### config.mk
export PLATFORM = sky130hd
export DESIGN_NAME = alu_acc_flat
export DESIGN_NICKNAME = d
export VERILOG_FILES = /design/src/rtl/alu_pkg.sv /design/src/rtl/alu_acc_if.sv /design/src/rtl/seq_mult.sv /design/src/rtl/alu_acc.sv /design/src/flat_wrapper.sv
export SDC_FILE = /design/constraint.sdc
export NUM_CORES = 1
export LEC_CHECK = 0
export CELL_PAD_IN_SITES_DETAIL_PLACEMENT = 1
export CELL_PAD_IN_SITES_GLOBAL_PLACEMENT = 2
export CORE_MARGIN = 2
export CORE_UTILIZATION = 34
export DETAILED_ROUTE_END_ITERATION = 8
export GPL_ROUTABILITY_DRIVEN = 0
export PLACE_DENSITY_LB_ADDON = 0.1
export SYNTH_ARGS = -nofsm -noshare
export SYNTH_HDL_FRONTEND = slang
export SYNTH_SLANG_ARGS = --single-unit
### constraint.sdc
create_clock -name clk -period 11.25 [get_ports clk]
set_input_delay 2.25 -clock clk [delete_from_list [all_inputs] [get_ports clk]]
set_output_delay 2.25 -clock clk [all_outputs]
set_load 0.01 [all_outputs]
### src/rtl/alu_pkg.sv
// alu_acc shared package: op codes and FSM state encodings.
// Multiply support is selected with the ALU_MUL_EN macro.
package alu_pkg;

    localparam logic [2:0] ALU_OP_INC   = 3'd0;
    localparam logic [2:0] ALU_OP_ADD   = 3'd1;
    localparam logic [2:0] ALU_OP_ORXOR = 3'd2;
    localparam logic [2:0] ALU_OP_RED   = 3'd3;
    localparam logic [2:0] ALU_OP_LOAD  = 3'd4;
    localparam logic [2:0] ALU_OP_SHL   = 3'd5;
    localparam logic [2:0] ALU_OP_SHR   = 3'd6;
    localparam logic [2:0] ALU_OP_MUL   = 3'd7;

    localparam logic [0:0] S_IDLE = 1'b0;
    localparam logic [0:0] S_MUL  = 1'b1;

endpackage

### src/rtl/alu_acc_if.sv
// alu_acc command/result bus: switch operand, op select, go strobe,
// accumulator result and busy/done status.
interface alu_acc_if #(
    parameter int WIDTH = 8
);
    logic [WIDTH-1:0]   data_in;
    logic [2:0]         func;
    logic               go;
    logic [2*WIDTH-1:0] result;
    logic               busy;
    logic               done;

    modport master (
        output data_in, func, go,
        input  result, busy, done
    );

    modport slave (
        input  data_in, func, go,
        output result, busy, done
    );
endinterface

### src/rtl/seq_mult.sv
// Shift-add unsigned multiplier: WIDTH iterations after start,
// product shows the final value while last is high.
module seq_mult #(
    parameter int WIDTH = 8
) (
    input  logic               clk,
    input  logic               resetn,
    input  logic               start,
    input  logic [WIDTH-1:0]   a,
    input  logic [WIDTH-1:0]   b,
    output logic [2*WIDTH-1:0] product,
    output logic               last
);
    localparam int CW = $clog2(WIDTH);
    localparam logic [CW-1:0] LAST_CNT = CW'(WIDTH - 1);

    logic [2*WIDTH-1:0] r_a;
    logic [2*WIDTH-1:0] r_prod;
    logic [WIDTH-1:0]   r_b;
    logic [CW-1:0]      r_cnt;
    logic               r_run;

    // r_a holds A << i and r_b holds B >> i for the current iteration i
    assign product = r_prod + (r_b[0] ? r_a : '0);
    assign last    = r_run && (r_cnt == LAST_CNT);

    always_ff @(posedge clk) begin
        if (!resetn) begin
            r_a    <= '0;
            r_b    <= '0;
            r_prod <= '0;
            r_cnt  <= '0;
            r_run  <= 1'b0;
        end else if (start) begin
            r_a    <= (2*WIDTH)'(a);
            r_b    <= b;
            r_prod <= '0;
            r_cnt  <= '0;
            r_run  <= 1'b1;
        end else if (r_run) begin
            r_prod <= product;
            r_a    <= r_a << 1;
            r_b    <= r_b >> 1;
            r_cnt  <= r_cnt + CW'(1);
            if (last) begin
                r_run <= 1'b0;
            end
        end
    end
endmodule

### src/rtl/alu_acc.sv
// Registered accumulator ALU; B is fed back from result[WIDTH-1:0].
// Define ALU_MUL_EN to build op 7 as a multi-cycle multiply.
module alu_acc
    import alu_pkg::*;
#(
    parameter int WIDTH = 8
) (
    input  logic clk,
    input  logic resetn,
    alu_acc_if.slave bus
);
    localparam int RW = 2 * WIDTH;
    localparam int SW = $clog2(WIDTH);

    logic [WIDTH-1:0] w_a;
    logic [WIDTH-1:0] w_b;
    logic [WIDTH-1:0] w_add_b;
    logic [WIDTH-1:0] w_sum;
    logic [WIDTH:0]   w_c;
    logic [SW-1:0]    w_shamt;
    logic [RW-1:0]    w_alu;
    logic [RW-1:0]    r_result;
    logic             r_done;
    logic             w_busy;

    assign w_a     = bus.data_in;
    assign w_b     = r_result[WIDTH-1:0];
    assign w_shamt = w_a[SW-1:0];
    assign w_add_b = (bus.func == ALU_OP_INC) ? WIDTH'(1) : w_b;

    // ripple full-adder chain shared by INC and ADD
    assign w_c[0] = 1'b0;
    for (genvar gi = 0; gi < WIDTH; gi++) begin : g_fa
        assign w_sum[gi]  = w_a[gi] ^ w_add_b[gi] ^ w_c[gi];
        assign w_c[gi+1]  = (w_a[gi] & w_add_b[gi]) |
                            (w_c[gi] & (w_a[gi] ^ w_add_b[gi]));
    end

    always_comb begin
        w_alu = '0;
        unique case (bus.func)
            ALU_OP_INC,
            ALU_OP_ADD:   w_alu = RW'({w_c[WIDTH], w_sum});
            ALU_OP_ORXOR: w_alu = {w_a | w_b, w_a ^ w_b};
            ALU_OP_RED:   w_alu[0] = (|w_a) | (|w_b);
            ALU_OP_LOAD:  w_alu = RW'(w_a);
            ALU_OP_SHL:   w_alu = RW'(w_b) << w_shamt;
            ALU_OP_SHR:   w_alu = RW'(w_b >> w_shamt);
            ALU_OP_MUL:   w_alu = '0;
            default:      w_alu = '0;
        endcase
    end

`ifdef ALU_MUL_EN
    logic [0:0]    r_state;
    logic          w_start;
    logic          w_last;
    logic [RW-1:0] w_product;

    assign w_busy  = (r_state == S_MUL);
    assign w_start = bus.go && !w_busy && (bus.func == ALU_OP_MUL);

    seq_mult #(
        .WIDTH(WIDTH)
    ) u_mult (
        .clk     (clk),
        .resetn  (resetn),
        .start   (w_start),
        .a       (w_a),
        .b       (w_b),
        .product (w_product),
        .last    (w_last)
    );

    always_ff @(posedge clk) begin
        if (!resetn) begin
            r_state  <= S_IDLE;
            r_result <= '0;
            r_done   <= 1'b0;
        end else begin
            r_done <= 1'b0;
            if (r_state == S_MUL) begin
                if (w_last) begin
                    r_result <= w_product;
                    r_done   <= 1'b1;
                    r_state  <= S_IDLE;
                end
            end else if (bus.go) begin
                if (bus.func == ALU_OP_MUL) begin
                    r_state <= S_MUL;
                end else begin
                    r_result <= w_alu;
                    r_done   <= 1'b1;
                end
            end
        end
    end
`else
    assign w_busy = 1'b0;

    always_ff @(posedge clk) begin
        if (!resetn) begin
            r_result <= '0;
            r_done   <= 1'b0;
        end else begin
            r_done <= bus.go;
            if (bus.go) begin
                r_result <= w_alu;
            end
        end
    end
`endif

    assign bus.result = r_result;
    assign bus.busy   = w_busy;
    assign bus.done   = r_done;
endmodule

### src/flat_wrapper.sv
// flat-port wrapper written by rule: the top's interface ports become plain ports
module alu_acc_flat import alu_pkg::*;
#(
    parameter int WIDTH = 8
)
  (clk, resetn, bus_data_in, bus_func, bus_go, bus_result, bus_busy, bus_done);
  alu_acc_if #(.WIDTH(WIDTH)) bus_i ();
  input  logic clk;
  input  logic resetn;
  input wire logic [$bits(bus_i.data_in)-1:0] bus_data_in;
  input wire logic [$bits(bus_i.func)-1:0] bus_func;
  input wire logic [$bits(bus_i.go)-1:0] bus_go;
  output wire logic [$bits(bus_i.result)-1:0] bus_result;
  output wire logic [$bits(bus_i.busy)-1:0] bus_busy;
  output wire logic [$bits(bus_i.done)-1:0] bus_done;
  assign bus_i.data_in = bus_data_in;
  assign bus_i.func = bus_func;
  assign bus_i.go = bus_go;
  assign bus_result = bus_i.result;
  assign bus_busy = bus_i.busy;
  assign bus_done = bus_i.done;
  alu_acc #(.WIDTH(WIDTH)) u_core (.clk(clk), .resetn(resetn), .bus(bus_i));
endmodule
==> flow_metrics.py <==
metrics = {
    "clocking": {
        "cts_made_buffers": 3,
        "clk_latency_ns": 0.26,
        "cts_hold_buf": 0,
        "clkTransAtPathRegs_ns": 0.07,
        "clock-root-buffer": "clkbuf_8",
        "h-tree-depth": 1,
        "post_cts.repair.setup_buffers": 0,
        "cts_resized": 0,
        "cts.sinks": 17,
        "cts_tree": "yes",
        "max-clock-path-buffers": 2,
    },
    "yosys": {
        "ys_seq_elements": 17,
        "avgSynthCellArea_sq_um": 8.27,
        "synthesis.instances": 227,
        "async_flop_share": 0,
        "syn_area_sq_mm": 0.00188,
        "yosysSeqAreaShare": 0.181,
        "yosys_warnings": 0,
        "synth_flop_cell": "dfxtp_1",
        "synth_fp_nets": 258,
        "synth-edff-count": 0,
        "yosys.cell_types.count": 43,
    },
    "setup_path": {
        "regToRegEndpoint": "u_core.bus.result[7]",
        "regToRegStartpoint": "u_core.bus.result[1]",
        "reg2reg_slack_ns": 7.35,
        "cp_data_required_time_ns": 11.45,
        "crit_start": "bus_func[1]",
        "start_kind": "input port",
        "cp.arrival_ns": 6.85,
        "crit_type": "input port to register",
        "rr_worst_depth": 16,
        "end_kind": "register",
        "critPathMaxFanout": 22,
    },
    "layout": {
        "nFillCells": 677,
        "final_cells": 316,
        "multi_input_area_sq_mm": 0.00132,
        "nets": 276,
        "seq_area_sq_um": 340,
        "antennaDiodeCount": 0,
        "final_layout_size_suffix_gt1_frac": 0.0492,
        "syn2layout_area_growth_pct": 17.3,
    },
    "floorplanning": {
        "core_sq_mm": 0.00541,
        "io_pins": 32,
        "start_util": 0.347,
        "die_h_um": 78.3,
        "num_rows": 27,
        "die_w_um": 78.3,
        "die-area_sq_mm": 0.00613,
    },
    "power": {
        "swShare": 0.352,
        "power_switching_w": 0.0000630,
        "p_leak_nw": 0.872,
        "power.internal_w": 0.000116,
        "p_clk_frac": 0.265,
        "peakVddDrop_mv": 0.0355,
        "sequentialPowerShare": 0.387,
        "power_frac_comb": 0.348,
        "p_per_area_mw_per_mm2": 81.3,
    },
    "sta": {
        "hold_slack_ns": 0.481,
        "tightest_slew_ns": 0.850,
        "slew_violations": 0,
        "finalHoldViolations": 0,
        "fmax_ghz": 0.150,
        "final.min_clock_period_ns": 6.64,
        "relSlewSlack": 0.429,
        "grt_setup_unrepaired": "no",
        "setup_violations": 0,
        "fin_tns_setup_ns": 0,
        "fin_crit_sh": 0.591,
        "fin_worst_skew_ns": 0.00349,
    },
    "worst_hold_path": {
        "hold-path-cell-count": 1,
        "min_to": "u_core.bus.result[12]",
        "min_from": "u_core.bus.result[12]",
        "hp-class": "register to register",
    },
    "drt": {
        "drc": 0,
        "firstDrtPassIters": 4,
        "ant_nets": 0,
        "drt_iter0_drc": 103,
        "post_drt_wl_per_cell_um": 21.5,
        "vias": 1831,
        "vias_per_cell": 5.79,
        "routed_wl_um": 6790,
    },
    "status": {
        "status": "completed",
    },
    "job": {
        "drv_cap": 0,
    },
    "global_routing": {
        "grtUsageTotal": 0.236,
        "grt_antenna_before_repair": 0,
        "grt_max_degree": 27,
        "overflow": 0,
        "grt_pass1_wl_um": 11200,
        "first_global_vias": 1888,
    },
    "placed_design": {
        "dp_cells": 312,
        "io_buffers": 30,
        "hpwl_um": 5110,
    },
}
## cells in the mapped netlist, types with 5 or more instances
cell / count / area [sq um]
nor3_1: 5 / 25.0
a22oi_1: 5 / 37.5
clkbuf_1: 5 / 18.8
ha_1: 10 / 125
dfxtp_1: 17 / 340
buf_2: 8 / 40.0
a311oi_1: 5 / 43.8
o21ai_0: 5 / 25.0
inv_1: 22 / 82.6
nand3_1: 6 / 30.0
nor2b_1: 5 / 31.3
nor2_1: 21 / 78.8
nand2_1: 24 / 90.1
a21oi_1: 9 / 45.0
fa_1: 7 / 140
nand2b_1: 5 / 31.3
mux2i_1: 10 / 100
a22o_1: 6 / 52.6
## cell type report
| cell class | instances | share of cell area |
|---|---|---|
| clock buffer | 3 | 0.0188 |
| clock inverter | 1 | 0.00227 |
| inverter | 23 | 0.0392 |
| multi-input combinational | 168 | 0.601 |
| sequential | 17 | 0.155 |
| tap | 72 | 0.0409 |
| timing repair buffer | 32 | 0.143 |
## through the flow
step                      setup WS (ns)  instance area [sq um]   util  power [W]
after floorplan                    5.34                   1880      -   0.000108
after global placement             4.50                   2150  0.399   0.000132
after detailed placement           4.37                   2150  0.399   0.000133
after CTS                          4.61                   2200  0.407   0.000181
after global routing               4.24                   2200  0.407   0.000190
final                              4.61                   2200  0.407   0.000179
## critical path, stage by stage
cell	delay [ns]
clkdlybuf4s50_1	0.80
nor3_1	0.60
nor2_1	0.12
fa_1	0.44
fa_1	0.39
fa_1	0.36
inv_1	0.08
fa_1	0.19
fa_1	0.19
inv_1	0.06
fa_1	0.35
inv_1	0.08
fa_1	0.40
o2bb2ai_1	0.14
a222oi_1	0.12
nand3_1	0.15
a22o_1	0.12
## power groups by stage
stage | Clock [W] | Sequential, W | Combinational (W)
final | 0.0000474 | 0.0000693 | 0.0000623
after global routing | 0.0000510 | 0.0000701 | 0.0000692
after global placement | 0 | 0.0000705 | 0.0000617
after floorplan | 0 | 0.0000683 | 0.0000400
after detailed placement | 0 | 0.0000706 | 0.0000623
after CTS | 0.0000494 | 0.0000692 | 0.0000627
## metal layers
layer / track usage / vias up / part of all wire
met5: 0 / - / 0
met4: 0.0509 / 0 / 0.014
met3: 0.0207 / 8 / 0.035
met2: 0.388 / 44 / 0.48
met1: 0.336 / 920 / 0.47
li1: - / 859 / -
## flip-flops by register name (all words and copies together), names as in the netlist
name               cells
u_core.bus.result     16
u_core.bus.done        1
## cell families (layout without fill, tap and decap cells)
| family | after synthesis | count (layout) | synth area share |
|---|---|---|---|
| and+or+nand+nor | 76 | 76 | 0.189 |
| AOI/OAI and AO/OA | 57 | 57 | 0.229 |
| buffers and inverters | 42 | 59 | 0.114 |
| adders and majority gates | 17 | 17 | 0.141 |
| muxes | 17 | 17 | 0.143 |
| DFF | 17 | 17 | 0.181 |
| other | 1 | 1 | 0.00200 |
## how the worst max path moves through the flow
stage,end,depth (start not counted)
CTS,u_core.bus.result[7],17
global placement,u_core.bus.result[7],17
detailed placement,u_core.bus.result[7],17
floorplan,u_core.bus.result[7],19
finish,u_core.bus.result[7],17
global route,u_core.bus.result[7],17
## cell usage in the layout (no fill, tap or decap), types with 6 or more instances in the layout
cell and count:
a21oi_1 9, a22o_1 6, clkdlybuf4s50_1 30, dfxtp_1 17, fa_1 7, ha_1 10, inv_1 22, mux2i_1 10
nand2_1 24, nand3_1 6, nor2_1 21
Note: power is estimated with default switching activity, not from simulation.
